### src/rtl/program_loader.sv
// Host-side program loader: parses a framed byte stream into 16-bit memory writes
// for the core's instruction/data memories, then runs the core until it halts.
module program_loader (
    input  logic        clk,
    input  logic        clr,
    input  logic        in_valid,
    input  logic [7:0]  in_data,
    output logic        in_ready,
    input  logic        cpu_done,
    output logic        test_normal,
    output logic        cpu_clr,
    output logic        ext_instr_we,
    output logic [15:0] ext_instr_addr,
    output logic [15:0] ext_instr_data,
    output logic        ext_data_we,
    output logic [15:0] ext_data_addr,
    output logic [15:0] ext_data_data,
    output logic        busy,
    output logic        err,
    output logic        run_done,
    output logic [31:0] run_cycles
);

    typedef enum logic [3:0] {
        S_IDLE,
        S_ADDR_H,
        S_ADDR_L,
        S_CNT_H,
        S_CNT_L,
        S_DATA_H,
        S_DATA_L,
        S_WRITE,
        S_RUN_RST,
        S_RUN
    } state_t;

    localparam logic [7:0] HDR_INSTR = 8'hA5;
    localparam logic [7:0] HDR_DATA  = 8'h5A;
    localparam logic [7:0] HDR_RUN   = 8'h3C;

    state_t      state;
    logic        tgt_instr;
    logic [15:0] addr_p0;
    logic [15:0] remain_p0;
    logic [7:0]  addr_h_p0;
    logic [7:0]  cnt_h_p0;
    logic [7:0]  data_h_p0;
    logic        vld_p0;

    function automatic logic [31:0] sat_inc32(input logic [31:0] v);
        return (v == 32'hFFFF_FFFF) ? v : v + 32'd1;
    endfunction

    always_comb begin
        case (state)
            S_IDLE, S_ADDR_H, S_ADDR_L, S_CNT_H, S_CNT_L, S_DATA_H, S_DATA_L:
                in_ready = ~clr;
            default:
                in_ready = 1'b0;
        endcase
    end

    assign vld_p0 = in_valid & in_ready;

    // Field bytes land in staging registers; the write strobe fires one cycle after DATA_L
    always_ff @(posedge clk) begin
        if (clr) begin
            state          <= S_IDLE;
            tgt_instr      <= 1'b0;
            test_normal    <= 1'b0;
            cpu_clr        <= 1'b0;
            ext_instr_we   <= 1'b0;
            ext_instr_addr <= 16'h0000;
            ext_instr_data <= 16'h0000;
            ext_data_we    <= 1'b0;
            ext_data_addr  <= 16'h0000;
            ext_data_data  <= 16'h0000;
            busy           <= 1'b0;
            err            <= 1'b0;
            run_done       <= 1'b0;
            run_cycles     <= 32'h0000_0000;
        end else begin
            ext_instr_we <= 1'b0;
            ext_data_we  <= 1'b0;
            cpu_clr      <= 1'b0;
            run_done     <= 1'b0;

            case (state)
                S_IDLE: begin
                    if (vld_p0) begin
                        case (in_data)
                            HDR_INSTR: begin
                                tgt_instr <= 1'b1;
                                state     <= S_ADDR_H;
                                busy      <= 1'b1;
                            end
                            HDR_DATA: begin
                                tgt_instr <= 1'b0;
                                state     <= S_ADDR_H;
                                busy      <= 1'b1;
                            end
                            HDR_RUN: begin
                                state       <= S_RUN_RST;
                                busy        <= 1'b1;
                                test_normal <= 1'b1;
                                cpu_clr     <= 1'b1;
                                run_cycles  <= 32'h0000_0000;
                            end
                            default: err <= 1'b1;
                        endcase
                    end
                end

                S_ADDR_H: begin
                    if (vld_p0) begin
                        addr_h_p0 <= in_data;
                        state     <= S_ADDR_L;
                    end
                end

                S_ADDR_L: begin
                    if (vld_p0) begin
                        addr_p0 <= {addr_h_p0, in_data};
                        state   <= S_CNT_H;
                    end
                end

                S_CNT_H: begin
                    if (vld_p0) begin
                        cnt_h_p0 <= in_data;
                        state    <= S_CNT_L;
                    end
                end

                S_CNT_L: begin
                    if (vld_p0) begin
                        if ({cnt_h_p0, in_data} == 16'h0000) begin
                            state <= S_IDLE;
                            busy  <= 1'b0;
                        end else begin
                            remain_p0 <= {cnt_h_p0, in_data};
                            state     <= S_DATA_H;
                        end
                    end
                end

                S_DATA_H: begin
                    if (vld_p0) begin
                        data_h_p0 <= in_data;
                        state     <= S_DATA_L;
                    end
                end

                S_DATA_L: begin
                    if (vld_p0) begin
                        state <= S_WRITE;
                        if (tgt_instr) begin
                            ext_instr_we   <= 1'b1;
                            ext_instr_addr <= addr_p0;
                            ext_instr_data <= {data_h_p0, in_data};
                        end else begin
                            ext_data_we   <= 1'b1;
                            ext_data_addr <= addr_p0;
                            ext_data_data <= {data_h_p0, in_data};
                        end
                    end
                end

                S_WRITE: begin
                    addr_p0   <= addr_p0 + 16'd1;
                    remain_p0 <= remain_p0 - 16'd1;
                    if (remain_p0 == 16'd1) begin
                        state <= S_IDLE;
                        busy  <= 1'b0;
                    end else begin
                        state <= S_DATA_H;
                    end
                end

                S_RUN_RST: begin
                    state <= S_RUN;
                end

                // The cycle in which halt is sampled still counts toward run_cycles
                S_RUN: begin
                    run_cycles <= sat_inc32(run_cycles);
                    if (!cpu_done) begin
                        run_done    <= 1'b1;
                        test_normal <= 1'b0;
                        state       <= S_IDLE;
                        busy        <= 1'b0;
                    end
                end

                default: begin
                    state       <= S_IDLE;
                    busy        <= 1'b0;
                    test_normal <= 1'b0;
                end
            endcase
        end
    end

endmodule

### config.mk
export PLATFORM = sky130hd
export DESIGN_NAME = program_loader
export DESIGN_NICKNAME = d
export VERILOG_FILES = /design/src/rtl/program_loader.sv
export SDC_FILE = /design/constraint.sdc
export NUM_CORES = 1
export LEC_CHECK = 0
export CORE_MARGIN = 10
export CORE_UTILIZATION = 45
export CTS_CLUSTER_SIZE = 20
export DETAILED_ROUTE_END_ITERATION = 7
export PLACE_DENSITY = 0.69
export SKIP_LAST_GASP = 1
export SLEW_MARGIN = 40
export SYNTH_ARGS = -nofsm -noshare
export SYNTH_HDL_FRONTEND = slang
export SYNTH_SLANG_ARGS = --single-unit
### constraint.sdc
create_clock -name clk -period 3.7 [get_ports clk]
set_input_delay 0.37 -clock clk [delete_from_list [all_inputs] [get_ports clk]]
set_output_delay 0.37 -clock clk [all_outputs]
set_load 0.01 [all_outputs]
Word-level counts from Yosys, hierarchy flattened
Cells that the tools add are included.
{"block": "word_totals", "regBits": 164, "inputBits": 12, "out_inout_bits": 104, "word_cells": 125}
{"block": "op_classes", "add_sub_neg": 3, "n_eq_ne": 29, "mux": 37, "bitwise": 10, "reduce_logical": 27}
{"op": "32-bit 2-to-1 mux", "count": 3}
{"op": "16-bit one-hot mux with 2 select lines", "count": 2}
{"op": "32-bit one-hot mux with 2 select lines", "count": 1}
{"op": "16-bit 2-to-1 mux", "count": 3}
{"op": "4-bit one-hot mux with 10 select lines", "count": 1}
{"op": "32-bit by 1-bit adder with 32-bit output, second input constant", "count": 1}
{"op": "32-bit equality test, second input constant", "count": 1}
{"op": "4-bit 2-to-1 mux", "count": 8}
{"op": "2-bit != test, second input constant", "count": 13}
{"op": "3-bit AND reduction", "count": 8}
{"op": "16-bit by 1-bit adder with 16-bit output, second input constant", "count": 1}
{"op": "16-bit by 1-bit equality test with 1-bit output, second input constant", "count": 1}
{"op": "4-bit by 3-bit equality test with 1-bit output, second input constant", "count": 4}
{"op": "16-bit logical NOT", "count": 1}
{"op": "16-bit by 1-bit subtractor with 16-bit output, second input constant", "count": 1}
{"op": "1-bit 2-to-1 mux", "count": 13}
{"op": "4-bit AND reduction", "count": 3}
{"op": "1-bit inverter", "count": 9}
{"op": "9-bit AND reduction", "count": 1}
{"op": "3-bit OR reduction", "count": 3}
{"op": "4-bit by 2-bit equality test with 1-bit output, second input constant", "count": 2}
{"op": "4-bit equality test, second input constant", "count": 2}
{"op": "8-bit by 6-bit equality test with 1-bit output, second input constant", "count": 1}
{"op": "8-bit by 7-bit equality test with 1-bit output, second input constant", "count": 1}
{"op": "17 further kinds", "count": 22}

Depth between registers and ports, before layout
Gate-level depths: netlist (run 1).
{"block": "logic_depth", "ltp_word": 6, "depth_mapped": 8, "mapped_depth_nobuf": 7}

Worst setup path after synthesis (run 1)
OpenSTA, ideal clock, no wires.
{"block": "synth_path", "path_type": "reg2reg", "from": "register state[0]", "to": "register addr_p0[0], enable pin", "setup_time_ps": 436, "arrival_ps": 2627, "required_ps": 3264, "slack_ps": 637, "path_stages_with_launch": 6, "path_buffers": 1, "synth_period_minus_slack_ps": 3063, "path_cell_list": "dfxtp_1 clkbuf_1 inv_1 and3_1 a21oi_1 nor4b_1"}
{"block": "synth_via", "elab_chain_cells": 6, "word_cells_on_any_way": 14, "classes_between": "8 x eq/ne; 1 x mux; 1 x bitwise; 4 x reduce/logical"}
{"element": "start, declared", "line": "41", "text": "state_t state;"}
{"element": "start signal, assigned", "line": "68", "text": "state <= S_IDLE;"}
{"element": "start signal, assigned", "line": "94", "text": "state <= S_ADDR_H;"}
{"element": "start signal, assigned", "line": "99", "text": "state <= S_ADDR_H;"}
{"element": "4-bit by 3-bit equality test with 1-bit output (tied with other cells)", "line": "55", "text": "case (state)"}
{"element": "7-bit OR reduction", "line": "55"}
{"element": "1-bit 2-to-1 mux", "line": "55"}
{"element": "1-bit AND", "line": "63", "text": "assign vld_p0 = in_valid & in_ready;"}
{"element": "2-bit != test (no line)"}
{"element": "3-bit AND reduction (no line) (*)"}
{"element": "end signal, assigned", "line": "123", "text": "addr_p0 <= {addr_h_p0, in_data};"}
{"element": "end signal, assigned", "line": "170", "text": "addr_p0 <= addr_p0 + 16'd1;"}
{"element": "end, declared", "line": "43", "text": "logic [15:0] addr_p0;"}
Every way passes the cells marked *; elsewhere a longest branch is shown, timed or not.
A chain may end at the register's enable or synchronous reset.

Worst setup path in the final report (run 1)
{"block": "layout_path", "from": "input in_data[0]", "to": "register run_cycles[19]"}
{"block": "layout_via", "elab_chain_cells": 3}
{"element": "start, declared", "line": "7", "text": "input logic [7:0] in_data,"}
{"element": "8-bit by 6-bit equality test with 1-bit output", "line": "91", "text": "case (in_data)"}
{"element": "2-bit by 1-bit != test with 1-bit output (no line)"}
{"element": "4-bit AND reduction (no line)"}
{"element": "end signal, assigned", "line": "186", "text": "run_cycles <= sat_inc32(run_cycles);"}
{"element": "end, declared", "line": "21", "text": "output logic [31:0] run_cycles"}
No other way between the ends.

==> results.sh, run 1 <==
export IMPL_fin_crit_ns=2.72
export IMPL_gp_congestion=0.864
export IMPL_ios=116
export IMPL_synth_top_family_by_area="simple AND/OR/NAND/NOR gates"
export IMPL_critPathMaxFanout=11
export IMPL_drt_first_pass_iters=5
export IMPL_vdd_drop_max_mv=0.333
export IMPL_numPortBuffers=115
export IMPL_slew_headroom_pct=46.2
export IMPL_drive_gt1_share_pct=8.44
export IMPL_fin_cells=1128
export IMPL_cts_reportedPaths_clkPinSlew_ns=0.07
export IMPL_layout_commonest_cell="nand2_1"
export IMPL_setup_viol=0
export IMPL_hold_violations=0
export IMPL_skew_ns=0.0129
export IMPL_num_antenna_cells=0
export IMPL_die_h_microns=146
export IMPL_tns_ns=0
export IMPL_avgViaCountPerCell=5.52
export IMPL_clk_latency_ns=0.44
export IMPL_core_area_sq_um=15700
export IMPL_seq_area_frac_synth_pct=53.8
export IMPL_vias=6231
export IMPL_drv_slew=0
export IMPL_cts_made_buffers=17
export IMPL_wl_per_cell_microns=17.7
export IMPL_yosys_mux_area_fraction_pct=0.420
export IMPL_die_w_microns=146
export IMPL_synthesis_area_sq_um=7150
export IMPL_holdBufCountCts=0
export IMPL_finalPower_w=0.00417
export IMPL_dp_cells=1096
export IMPL_nFillCells=1399
export IMPL_cts_buffer_depth=2
export IMPL_hold_class="flip-flop to flip-flop"
export IMPL_grtUsageTotal_pct=18.4
export IMPL_syn_nets=802
export IMPL_synth_compound_area_share_pct=14.5
export IMPL_fmax_ghz=0.368
export IMPL_layout_common_cells="175 x nand2_1, 114 x clkdlybuf4s50_1, 108 x a21oi_1, 108 x dfxtp_1, 56 x edfxtp_1"
export IMPL_ys_async_sr_fraction_pct=0
export IMPL_max_cap_violations=0
export IMPL_synthCells=786
export IMPL_reg2reg_depth=7
export IMPL_ant_nets=0
export IMPL_synth_top_area_share_pct=30.2
export IMPL_die_area_sq_um=21300
export IMPL_drc_errors=0
export IMPL_start_util_pct=45.5
export IMPL_rows=46
export IMPL_drt_iter0_markers=408
export IMPL_yosys_warnings=0
export IMPL_fin_nets=915
export IMPL_grt_ovfl_total=0
export IMPL_synthFlopType="dfxtp_1"
export IMPL_yosys_top_cells_area="dfxtp_1 30%, edfxtp_1 24%, nand2_1 9.2%"
export IMPL_power_density_nw_per_um2=454
export IMPL_cts_max_level=4
export IMPL_tightest_slew_ns=0.799
export IMPL_grt_pass1_wl_mm=32.1
export IMPL_synth_edf_count=56
export IMPL_outcome="completed"
export IMPL_cts_root_buf="clkbuf_16"
export IMPL_ys_types=52
export IMPL_clkSinkCount=164
export IMPL_period_share_pct=73.5
export IMPL_cp_end_kind="flip-flop"
export IMPL_worstSetupPathType="input pin to flip-flop"
export IMPL_ys_ff_latch=164
export IMPL_crit_arrival_ns=3.09
export IMPL_area_growth_pct=28.4
export IMPL_antenna_found_initial=0
export IMPL_timing_critical_path_from_type="input pin"
export IMPL_rsz0062_at_grt="false"
export IMPL_yosys_area_top_type="dfxtp_1"
export IMPL_synth_simple_gate_area_share_pct=24.1
export IMPL_crit_required_ns=4.07
export IMPL_avgSynthCellArea_sq_um=9.09
export IMPL_postRouteWirelength_mm=20.0
export IMPL_hold_depth=2
export IMPL_cts_setup_buffers=0
export IMPL_grt_pass1_vias=5764
export IMPL_dpl_hpwl_mm=13.8
export IMPL_synth_xor_area_share_pct=3.31
export IMPL_ctsResizeCount=0
export IMPL_p_leak_nw=2.94
export IMPL_cts_tree="done"
export IMPL_yosys_area_share_adder_pct=0.700
export IMPL_grt_max_degree=80
through the flow:
step	instance area [sq um]	setup WS, ns	util (%)	hold slack (ns)
2_1_floorplan	7150	0.637	-	0.449
3_3_place_gp	8590	0.577	54.7	0.441
3_5_place_dp	8590	0.574	54.7	0.446
4_1_cts	9170	1.01	58.4	0.455
5_1_grt	9180	0.761	58.4	0.474
6_report	9180	0.979	58.4	0.451
worst paths after layout:
check | slack [ns] | from | end
setup / recovery | 0.98 | in_data[0] | run_cycles[19]
hold / removal | 0.45 | ext_data_addr[11] | ext_data_addr[11]
setup reg to reg | 1.11 | remain_p0[1] | busy
hold reg to reg | 0.45 | ext_data_addr[11] | ext_data_addr[11]
area by class of cell:
| type | instances | area [sq um] | area share, % |
|---|---|---|---|
| sequential | 164 | 3840 | 41.9 |
| multi-input combinational | 564 | 3100 | 33.8 |
| timing repair buffer | 139 | 1330 | 14.5 |
| clock buffer | 18 | 450 | 4.91 |
| tap | 216 | 270 | 2.94 |
| clock inverter | 14 | 134 | 1.46 |
| inverter | 13 | 48.8 | 0.532 |
critical path, stage by stage:
cell and delay, ns:
clkdlybuf4s50_1 0.54, or4_4 0.65, o31ai_1 0.42, nand3_1 0.40, or4_1 0.56, a21oi_1 0.15
synth_stat cells (2+ instances only):
cell        n
nand2_1   175
a21oi_1   108
dfxtp_1   108
edfxtp_1   56
clkbuf_1   33
nor2_1     30
o21ai_0    28
or4_1      25
nand3_1    24
o31ai_1    22
nor3_1     18
nand4_1    16
xor2_1     15
inv_1      13
xnor2_1    12
nor4_1     11
or2_2       9
or3_1       9
and3_1      7
buf_1       7
and4_1      5
nor2b_1     5
buf_2       4
ha_1        4
o31a_1      4
mux2i_1     3
o22ai_1     3
o41ai_1     3
nand2b_1    2
nand3b_1    2
nor4b_1     2
o311ai_0    2
or4_4       2
registers in the layout (all words and copies together), names as in the netlist, 4 cells and up:
name and flops:
addr_h_p0 8, addr_p0 16, cnt_h_p0 8, data_h_p0 8, ext_data_addr 16, ext_data_data 16, ext_instr_addr 16, ext_instr_data 16
remain_p0 16, run_cycles 32, state 4
layer usage:
layer	vias to the layer above	share of wire (%)	global-route usage (%)
li1	3063	-	-
met1	2981	43	23.0
met2	160	50	30.6
met3	27	4.9	4.42
met4	0	1.7	5.81
met5	-	0	0
cells by family after synthesis:
| kind of cell | count (synthesis) |
|---|---|
| multiplexers | 3 |
| AND/OR/NAND/NOR | 349 |
| adder cells (fa/ha/maj) | 4 |
| XOR/XNOR | 27 |
| buffers and inverters | 58 |
| AO/OA/AOI/OAI | 181 |
| flip-flops | 164 |
power by group:
group | leakage (nW) | internal [W] | switching, W
clock network | 0.294 | 0.000935 | 0.000812
logic | 1.27 | 0.000169 | 0.000256
registers | 1.37 | 0.00193 | 0.0000686
total | 2.94 | 0.00303 | 0.00114
Note: power is estimated with default switching activity, not from simulation.
==> run 2: changes to the inputs <==
==> constraint.sdc (replaced) <==
create_clock -name clk -period 2.8 [get_ports clk]
set_input_delay 0.28 -clock clk [delete_from_list [all_inputs] [get_ports clk]]
set_output_delay 0.28 -clock clk [all_outputs]
set_load 0.01 [all_outputs]
==> run 2 against run 1 <==
Worst hold slack lost 0.17 ns. Via count grew 2.3%. Clock-buffer cell count grew 1. Sequential share of layout area shrank 0.75 points. First-iteration DRC count shrank 6.4%. Routed wire length grew 0.80%. Clock skew shrank 0.0036 ns. Combinational power grew 49%.
==> results.sh, run 2 (synthesized netlist as in run 1, its figures left out) <==
export IMPL_whs_ns=0.280
export IMPL_layout_common_cells="175 x nand2_1, 114 x clkdlybuf4s50_1, 108 x a21oi_1, 108 x dfxtp_1, 56 x edfxtp_1"
export IMPL_crit_required_ns=3.16
export IMPL_fmax_ghz=0.409
export IMPL_ff2ff_setup_slack_ns=0.36
export IMPL_clkSinkCount=164
export IMPL_cts_root_buf="clkbuf_16"
export IMPL_largest_register="run_cycles"
export IMPL_power_density_nw_per_um2=591
export IMPL_finalInstanceArea_sq_um=9340
export IMPL_ios=116
export IMPL_holdBufCountCts=0
export IMPL_period_share_pct=87.3
export IMPL_grtUsageTotal_pct=18.7
export IMPL_slew_headroom_pct=44.3
export IMPL_fin_cells=1152
export IMPL_wl_per_cell_microns=17.5
export IMPL_cts_tree="done"
export IMPL_fin_crit_ns=2.44
export IMPL_layout_commonest_cell="nand2_1"
export IMPL_vdd_drop_max_mv=0.482
export IMPL_area_growth_pct=30.7
export IMPL_largest_reg_flops=32
export IMPL_cts_max_level=4
export IMPL_grt_ovfl_total=0
export IMPL_ctsResizeCount=0
export IMPL_clk_latency_ns=0.43
export IMPL_cts_setup_buffers=0
export IMPL_setup_viol=0
export IMPL_worstSetupPathType="flip-flop to flip-flop"
export IMPL_ant_nets=0
export IMPL_cp_end_kind="flip-flop"
export IMPL_crit_arrival_ns=2.81
export IMPL_skew_ns=0.00928
export IMPL_drv_slew=0
export IMPL_drt_iter0_markers=382
export IMPL_hold_violations=0
export IMPL_numPortBuffers=115
export IMPL_critPathMaxFanout=7
export IMPL_gp_congestion=0.890
export IMPL_fin_nets=939
export IMPL_tightest_slew_ns=0.835
export IMPL_die_w_microns=146
export IMPL_die_h_microns=146
export IMPL_drive_gt1_share_pct=10.7
export IMPL_start_util_pct=45.5
export IMPL_drc_errors=0
export IMPL_dpl_cell_area_sq_um=8780
export IMPL_cts_made_buffers=17
export IMPL_finalPower_w=0.00552
export IMPL_num_antenna_cells=0
export IMPL_avgViaCountPerCell=5.53
export IMPL_antenna_found_initial=0
export IMPL_max_cap_violations=0
export IMPL_die_area_sq_um=21300
export IMPL_rows=46
export IMPL_grt_max_degree=78
export IMPL_hold_class="input pin to flip-flop"
export IMPL_vias=6375
export IMPL_outcome="completed"
export IMPL_rsz0062_at_grt="false"
export IMPL_grt_pass1_wl_mm=32.8
export IMPL_postRouteWirelength_mm=20.1
export IMPL_cts_reportedPaths_clkPinSlew_ns=0.07
export IMPL_dpl_hpwl_mm=14.3
export IMPL_p_leak_nw=3.05
export IMPL_cts_buffer_depth=2
export IMPL_drt_first_pass_iters=5
export IMPL_grt_pass1_vias=6148
export IMPL_core_area_sq_um=15700
export IMPL_dp_cells=1120
export IMPL_timing_critical_path_from_type="flip-flop"
==> run 2: changes by cell type in the layout (fill, tap and decap cells not counted), sizes merged <==
cell,previous run,this run
buf,25,49
clkbuf,18,19
inv,23,22
==> run 2: routing by layer <==
layer / GRT usage, % / part of all wire, %
met5: 0 / 0
met4: 6.96 / 1.9
met1: 22.4 / 42
met2: 31.7 / 50
met3: 4.76 / 6.0
==> run 2: layout make-up <==
class	instances	area, sq um
fillers	1390	6370
repair buffers	163	1510
well taps	216	270
inverters	13	48.8
clock inverters	13	111
multi-input cells	564	3110
flip-flops and latches	164	3840
clock buffers	19	454
==> run 2: final timing paths <==
| check | from | endpoint | cells past startpoint |
|---|---|---|---|
| max | state[0] | run_cycles[31] | 6 |
| min | clr | tgt_instr | 4 |
| max reg2reg | state[0] | run_cycles[31] | 6 |
| min reg2reg | ext_instr_addr[9] | ext_instr_addr[9] | 2 |
==> run 2: per-stage QoR <==
stage | TNS, ns | util [%] | setup slack (ns)
after detailed placement | -0.0271 | 55.9 | -0.0207
after floorplan | 0 | - | 0.333
after global routing | 0 | 59.5 | 0.222
final | 0 | 59.5 | 0.355
after CTS | 0 | 59.5 | 0.380
after global placement | 0 | 55.9 | 0.0463
==> run 2: critical path, cell delays in order (launching register included) <==
cell and delay, ns:
dfxtp_1 0.38, buf_4 0.18, or4_4 0.55, nor4_4 0.33
o2111ai_1 0.31, or4_1 0.48, a21oi_1 0.14
==> run 2: where the power goes <==
group	internal (W)	switching, W	leakage, nW
clock	0.00122	0.00103	0.284
sequential	0.00255	0.0000876	1.37
combinational	0.000275	0.000359	1.39
total	0.00404	0.00148	3.05
==> run 3: changes to the inputs <==
--- a/config.mk
+++ b/config.mk
@@ -5,6 +5,7 @@
 export SDC_FILE = /design/constraint.sdc
 export NUM_CORES = 1
 export LEC_CHECK = 0
+export ABC_CLOCK_PERIOD_IN_PS = 2800
 export CORE_MARGIN = 10
 export CORE_UTILIZATION = 45
 export CTS_CLUSTER_SIZE = 20
==> results of run 3 <==
Same layout as run 2: the final DEF is identical, and so are final timing and power.
